==> src/rtl/rw_port_arbiter.sv <==
// rw_port_arbiter: round-robin share of one single-port RAM between two clients.
// Optional grant locking is enabled by defining MEM_ARB_LOCK_EN.
module rw_port_arbiter #(
    parameter int DEPTH  = 32,
    parameter int ADDR_W = 5,
    parameter int DATA_W = 32
) (
    input  logic              clock,
    input  logic              reset,
    input  logic              req0_valid,
    output logic              req0_ready,
    input  logic              req0_wmode,
    input  logic              req0_lock,
    input  logic [ADDR_W-1:0] req0_addr,
    input  logic [DATA_W-1:0] req0_wdata,
    output logic              req0_rvalid,
    output logic [DATA_W-1:0] req0_rdata,
    input  logic              req1_valid,
    output logic              req1_ready,
    input  logic              req1_wmode,
    input  logic              req1_lock,
    input  logic [ADDR_W-1:0] req1_addr,
    input  logic [DATA_W-1:0] req1_wdata,
    output logic              req1_rvalid,
    output logic [DATA_W-1:0] req1_rdata,
    output logic              mem_en,
    output logic              mem_wmode,
    output logic              mem_wmask,
    output logic [ADDR_W-1:0] mem_addr,
    output logic [DATA_W-1:0] mem_wdata,
    input  logic [DATA_W-1:0] mem_rdata
);

    generate
        if ((1 << ADDR_W) < DEPTH) begin : g_bad_addr_w
            $error("ADDR_W too narrow for DEPTH");
        end
    endgenerate

    // 1 means requester 1 won the last accepted beat, so requester 0 wins a tie.
    logic last_grant;
    logic rr_grant0;
    logic rr_grant1;
    logic grant0;
    logic grant1;
    logic accept;
    logic sel;

`ifdef MEM_ARB_LOCK_EN
    logic locked;
    logic lock_owner;
`else
    logic unused_lock;
    assign unused_lock = req0_lock ^ req1_lock;
`endif

    // Plain round-robin choice; only valids of both sides feed it, never ready.
    always_comb begin
        rr_grant0 = 1'b0;
        rr_grant1 = 1'b0;
        if (req0_valid && req1_valid) begin
            rr_grant0 = last_grant;
            rr_grant1 = !last_grant;
        end else begin
            rr_grant0 = req0_valid;
            rr_grant1 = req1_valid;
        end
    end

    // Final grant: a held lock restricts the grant to its owner, idle or not.
    always_comb begin
        grant0 = rr_grant0;
        grant1 = rr_grant1;
`ifdef MEM_ARB_LOCK_EN
        if (locked) begin
            grant0 = !lock_owner && req0_valid;
            grant1 = lock_owner && req1_valid;
        end
`endif
    end

    assign req0_ready = grant0;
    assign req1_ready = grant1;
    assign accept     = grant0 | grant1;
    assign sel        = grant1;

    // Drive the RAM port from the granted request, all zero when idle.
    always_comb begin
        mem_en    = 1'b0;
        mem_wmode = 1'b0;
        mem_addr  = '0;
        mem_wdata = '0;
        if (accept) begin
            mem_en = 1'b1;
            if (sel) begin
                mem_wmode = req1_wmode;
                mem_addr  = req1_addr;
                mem_wdata = req1_wdata;
            end else begin
                mem_wmode = req0_wmode;
                mem_addr  = req0_addr;
                mem_wdata = req0_wdata;
            end
        end
    end

    assign mem_wmask = mem_wmode;

    // Remember the winner of each accepted beat for the next tie.
    always_ff @(posedge clock or posedge reset) begin
        if (reset) begin
            last_grant <= 1'b1;
        end else if (accept) begin
            last_grant <= sel;
        end
    end

`ifdef MEM_ARB_LOCK_EN
    // Owner's accepted beat sets or clears the lock from its lock bit.
    always_ff @(posedge clock or posedge reset) begin
        if (reset) begin
            locked     <= 1'b0;
            lock_owner <= 1'b0;
        end else if (accept) begin
            locked     <= sel ? req1_lock : req0_lock;
            lock_owner <= sel;
        end
    end
`endif

    // Requester 0 read response: capture RAM data, pulse rvalid once.
    always_ff @(posedge clock or posedge reset) begin
        if (reset) begin
            req0_rvalid <= 1'b0;
            req0_rdata  <= '0;
        end else begin
            req0_rvalid <= grant0 && !req0_wmode;
            if (grant0 && !req0_wmode) begin
                req0_rdata <= mem_rdata;
            end
        end
    end

    // Requester 1 read response: capture RAM data, pulse rvalid once.
    always_ff @(posedge clock or posedge reset) begin
        if (reset) begin
            req1_rvalid <= 1'b0;
            req1_rdata  <= '0;
        end else begin
            req1_rvalid <= grant1 && !req1_wmode;
            if (grant1 && !req1_wmode) begin
                req1_rdata <= mem_rdata;
            end
        end
    end

endmodule

==> config.mk <==
export PLATFORM = sky130hd
export DESIGN_NAME = rw_port_arbiter
export DESIGN_NICKNAME = d
export VERILOG_FILES = /design/src/rtl/rw_port_arbiter.sv
export SDC_FILE = /design/constraint.sdc
export NUM_CORES = 1
export LEC_CHECK = 0
export ABC_AREA = 1
export CAP_MARGIN = 30
export CORE_ASPECT_RATIO = 0.75
export CORE_MARGIN = 3
export CORE_UTILIZATION = 36
export CTS_CLUSTER_DIAMETER = 120
export DETAILED_ROUTE_END_ITERATION = 8
export PLACE_DENSITY = 0.86
export SYNTH_ARGS = -nofsm -noshare
export SYNTH_HDL_FRONTEND = slang
export SYNTH_SLANG_ARGS = --single-unit
==> constraint.sdc <==
create_clock -name clock -period 2.6 [get_ports clock]
set_input_delay 0.65 -clock clock [delete_from_list [all_inputs] [get_ports clock]]
set_output_delay 0.65 -clock clock [all_outputs]
set_load 0.01 [all_outputs]
==> impl_metrics.json <==
{
  "multiInputGateArea_sq_um": 1370,
  "clock-skew-final_ns": 0.00411,
  "routabilityCongestion": 0.841,
  "layout-drive-gt1-share_pct": 9.72,
  "via_count": 3831,
  "required_ns": 1.95,
  "synth_enable_flop_cells": 0,
  "power.density_nw_per_um2": 658,
  "cts_buffer_depth": 2,
  "floorplan.die_area_sq_um": 10300,
  "avgViaCountPerCell": 5.07,
  "max_cap_viol_count": 0,
  "finalNonFillerCells": 756,
  "clk_latency_ns": 0.32,
  "slew_viol_final": 0,
  "std_cell_rows": 29,
  "timing.critical_path.arrival_ns": 1.81,
  "grt_setup_unrepaired": "false",
  "fmax_ghz": 0.406,
  "comb_power_share_pct": 31.3,
  "p_sw_mw": 1.10,
  "postPlaceCellArea_sq_um": 5600,
  "timing.final.crit_share_pct": 94.8,
  "startpoint_type": "primary input",
  "power_frac_seq_pct": 34.3,
  "most_common_cell_in_the_netlist": "sky130_fd_sc_hd__nand2_1",
  "synth.lib_cells_used.distinct": 15,
  "netlist.area_leader.share_pct": 50.2,
  "static-leakage-power_nw": 3.02,
  "htreeDepth": 3,
  "worst-setup-path-type": "in -> out",
  "grt_pass1_vias": 3674,
  "final-seq-area_sq_um": 1680,
  "grt_usage_pct": 23.3,
  "fin_worst_hold_slack_ns": 0.466,
  "numPortBuffers": 219,
  "initial_utilization_pct": 37.9,
  "finalCriticalPeriod_ns": 2.46,
  "internal_power_mw": 2.78,
  "finalWirelength_microns": 12400,
  "finalSetupViolations": 0,
  "clock_pin_slew_worst_setup_and_hold_paths_ns": 0.05,
  "post_synth_instance_area_sq_um": 3290,
  "worst-slew-pin-transition_ns": 0.380,
  "grt_pass1_wl_microns": 18700,
  "post_synth.cell_area_avg_sq_um": 7.73,
  "num_antenna_cells": 0,
  "power.share.clock_pct": 34.4,
  "yosys.area.top_type": "sky130_fd_sc_hd__dfrtp_1",
  "core_sq_um": 8670,
  "globalRouteOverflowTotal": 0,
  "clock_sinks": 67,
  "status": "completed",
  "cts_root_buffer": "sky130_fd_sc_hd__clkbuf_16",
  "number_of_warnings_issued_by_yosys": 0,
  "swShare_pct": 28.4,
  "yosys_most_used_dff": "sky130_fd_sc_hd__dfrtp_1",
  "route.antenna.remaining_nets": 0,
  "routed_wire_length_per_instance_microns": 16.4,
  "yosysSeqAreaShare_pct": 51.0,
  "detailed_place_hpwl_microns": 9130,
  "post_synth_inst_count": 425,
  "leading_cell_types_by_count_after_synthesis": "244 x sky130_fd_sc_hd__nand2_1, 66 x sky130_fd_sc_hd__dfrtp_1, 64 x sky130_fd_sc_hd__nand4_1",
  "mappedNetlistNets": 539,
  "design_area_sq_um": 5910,
  "holdBufCountCts": 0,
  "drt_pre_antenna_iters": 5,
  "power_mw": 3.89,
  "ys_async_sr_fraction_pct": 100,
  "dieHeight_microns": 88.8,
  "vdd_ir_drop_max_mv": 0.531,
  "boundaryPins": 222,
  "fillCellCount": 693,
  "hold_path_class": "reg -> reg",
  "number_of_cts_inserted_buffers": 9,
  "placed_cells": 737,
  "area_growth_pct": 79.8,
  "initial_antenna_violation_count": 0,
  "worst_setup_path_end_kind": "output pin",
  "crit_path_max_fanout": 12,
  "dieWidth_microns": 116,
  "yosys_register_bits": 67,
  "post-route-util_pct": 68.2,
  "cts_tree": "done",
  "pin_count_of_the_biggest_net_entering_global_routing": 68,
  "remaining_drc_errors": 0,
  "final-hold-violation-count": 0,
  "slew_headroom_pct": 74.7,
  "design.final.nets": 757,
  "synthTopCellsByArea": "sky130_fd_sc_hd__dfrtp_1 50%, sky130_fd_sc_hd__nand2_1 28%, sky130_fd_sc_hd__nand4_1 12%, sky130_fd_sc_hd__buf_2 2.1%, sky130_fd_sc_hd__buf_6 2.1%",
  "drt_first_iter_violations": 250
}
-- routing by layer --
layer  GRT usage (%)  share of wire (%)  wire (microns)
met5               0                  0               0
met3            5.88                8.4            1050
met4            7.69                1.4             168
met2            40.1                 51            6280
met1            28.7                 40            4940
-- area by class of cell --
type,count,share of cell area (%)
clock buffer,11,4.28
multi-input combinational,314,23.2
clock inverter,5,1.42
timing repair buffer,242,39.9
sequential,67,28.4
tap,108,2.29
inverter,9,0.572
-- power groups by stage --
stage               combinational [mW]  clock, mW  sequential [mW]
floorplan                        0.379          0             1.42
CTS                               1.23       1.37             1.33
detailed placement                1.26          0             1.35
global placement                  1.23          0             1.34
global route                      1.32       1.42             1.36
finish                            1.22       1.34             1.33
-- repair_timing --
action / 4_1_cts / 5_1_grt
gates cloned: 1 / 0
endpoints found under the setup margin: 42 / 15
buffers inserted: 1 / 1
resized for setup: 50 / 23
-- cell families after synthesis --
| group | after synthesis | synth area share [%] |
|---|---|---|
| flops | 67 | 51.0 |
| simple gates | 313 | 41.5 |
| compound gates | 1 | 0.152 |
| buf+inv | 44 | 7.27 |
-- per-stage QoR --
stage               setup TNS, ns  setup WS (ns)
global placement           -12.39         -0.340
global route                    0         0.0145
CTS                             0       0.000721
detailed placement         -13.38         -0.360
floorplan                       0          0.268
finish                          0          0.135
-- worst max-delay path, stage by stage --
cell                              delay, ns
sky130_fd_sc_hd__clkdlybuf4s15_2       0.23
sky130_fd_sc_hd__nand2_4               0.09
sky130_fd_sc_hd__nand2_2               0.06
sky130_fd_sc_hd__inv_2                 0.08
sky130_fd_sc_hd__buf_6                 0.15
sky130_fd_sc_hd__clkdlybuf4s50_1       0.56
-- layout by cell type, fill, tap and decap left out, drive strengths merged --
master         instances
buf                   22
bufbuf                 1
bufinv                 2
clkbuf                23
clkdlybuf4s15          2
clkdlybuf4s50        177
clkinv                 1
clkinvlp               2
dfrtp                 66
dfstp                  1
dlygate4sd2           25
dlymetal6s2s           3
inv                    9
nand2                247
nand3                  2
nand4                 64
o21ai                  1
-- path summary, 6_finish.rpt --
check,start,endpoint,slack [ns],depth (start not counted)
worst max-delay path,req0_valid,req1_ready,0.14,6
worst min-delay path,req1_rdata[20],req1_rdata[20],0.47,2
worst max register to register,last_grant,req0_rdata[0],0.94,7
worst min register to register,req1_rdata[20],req1_rdata[20],0.47,2
max in group asynchronous,reset,last_grant,1.56,3
min in group asynchronous,reset,req1_rdata[25],0.71,3
-- flip-flops by register name, summed over array words and instances (netlist names) --
register,flops
last_grant,1
req0_rdata,32
req0_rvalid,1
req1_rdata,32
req1_rvalid,1
Note: power is estimated with default switching activity, not from simulation.
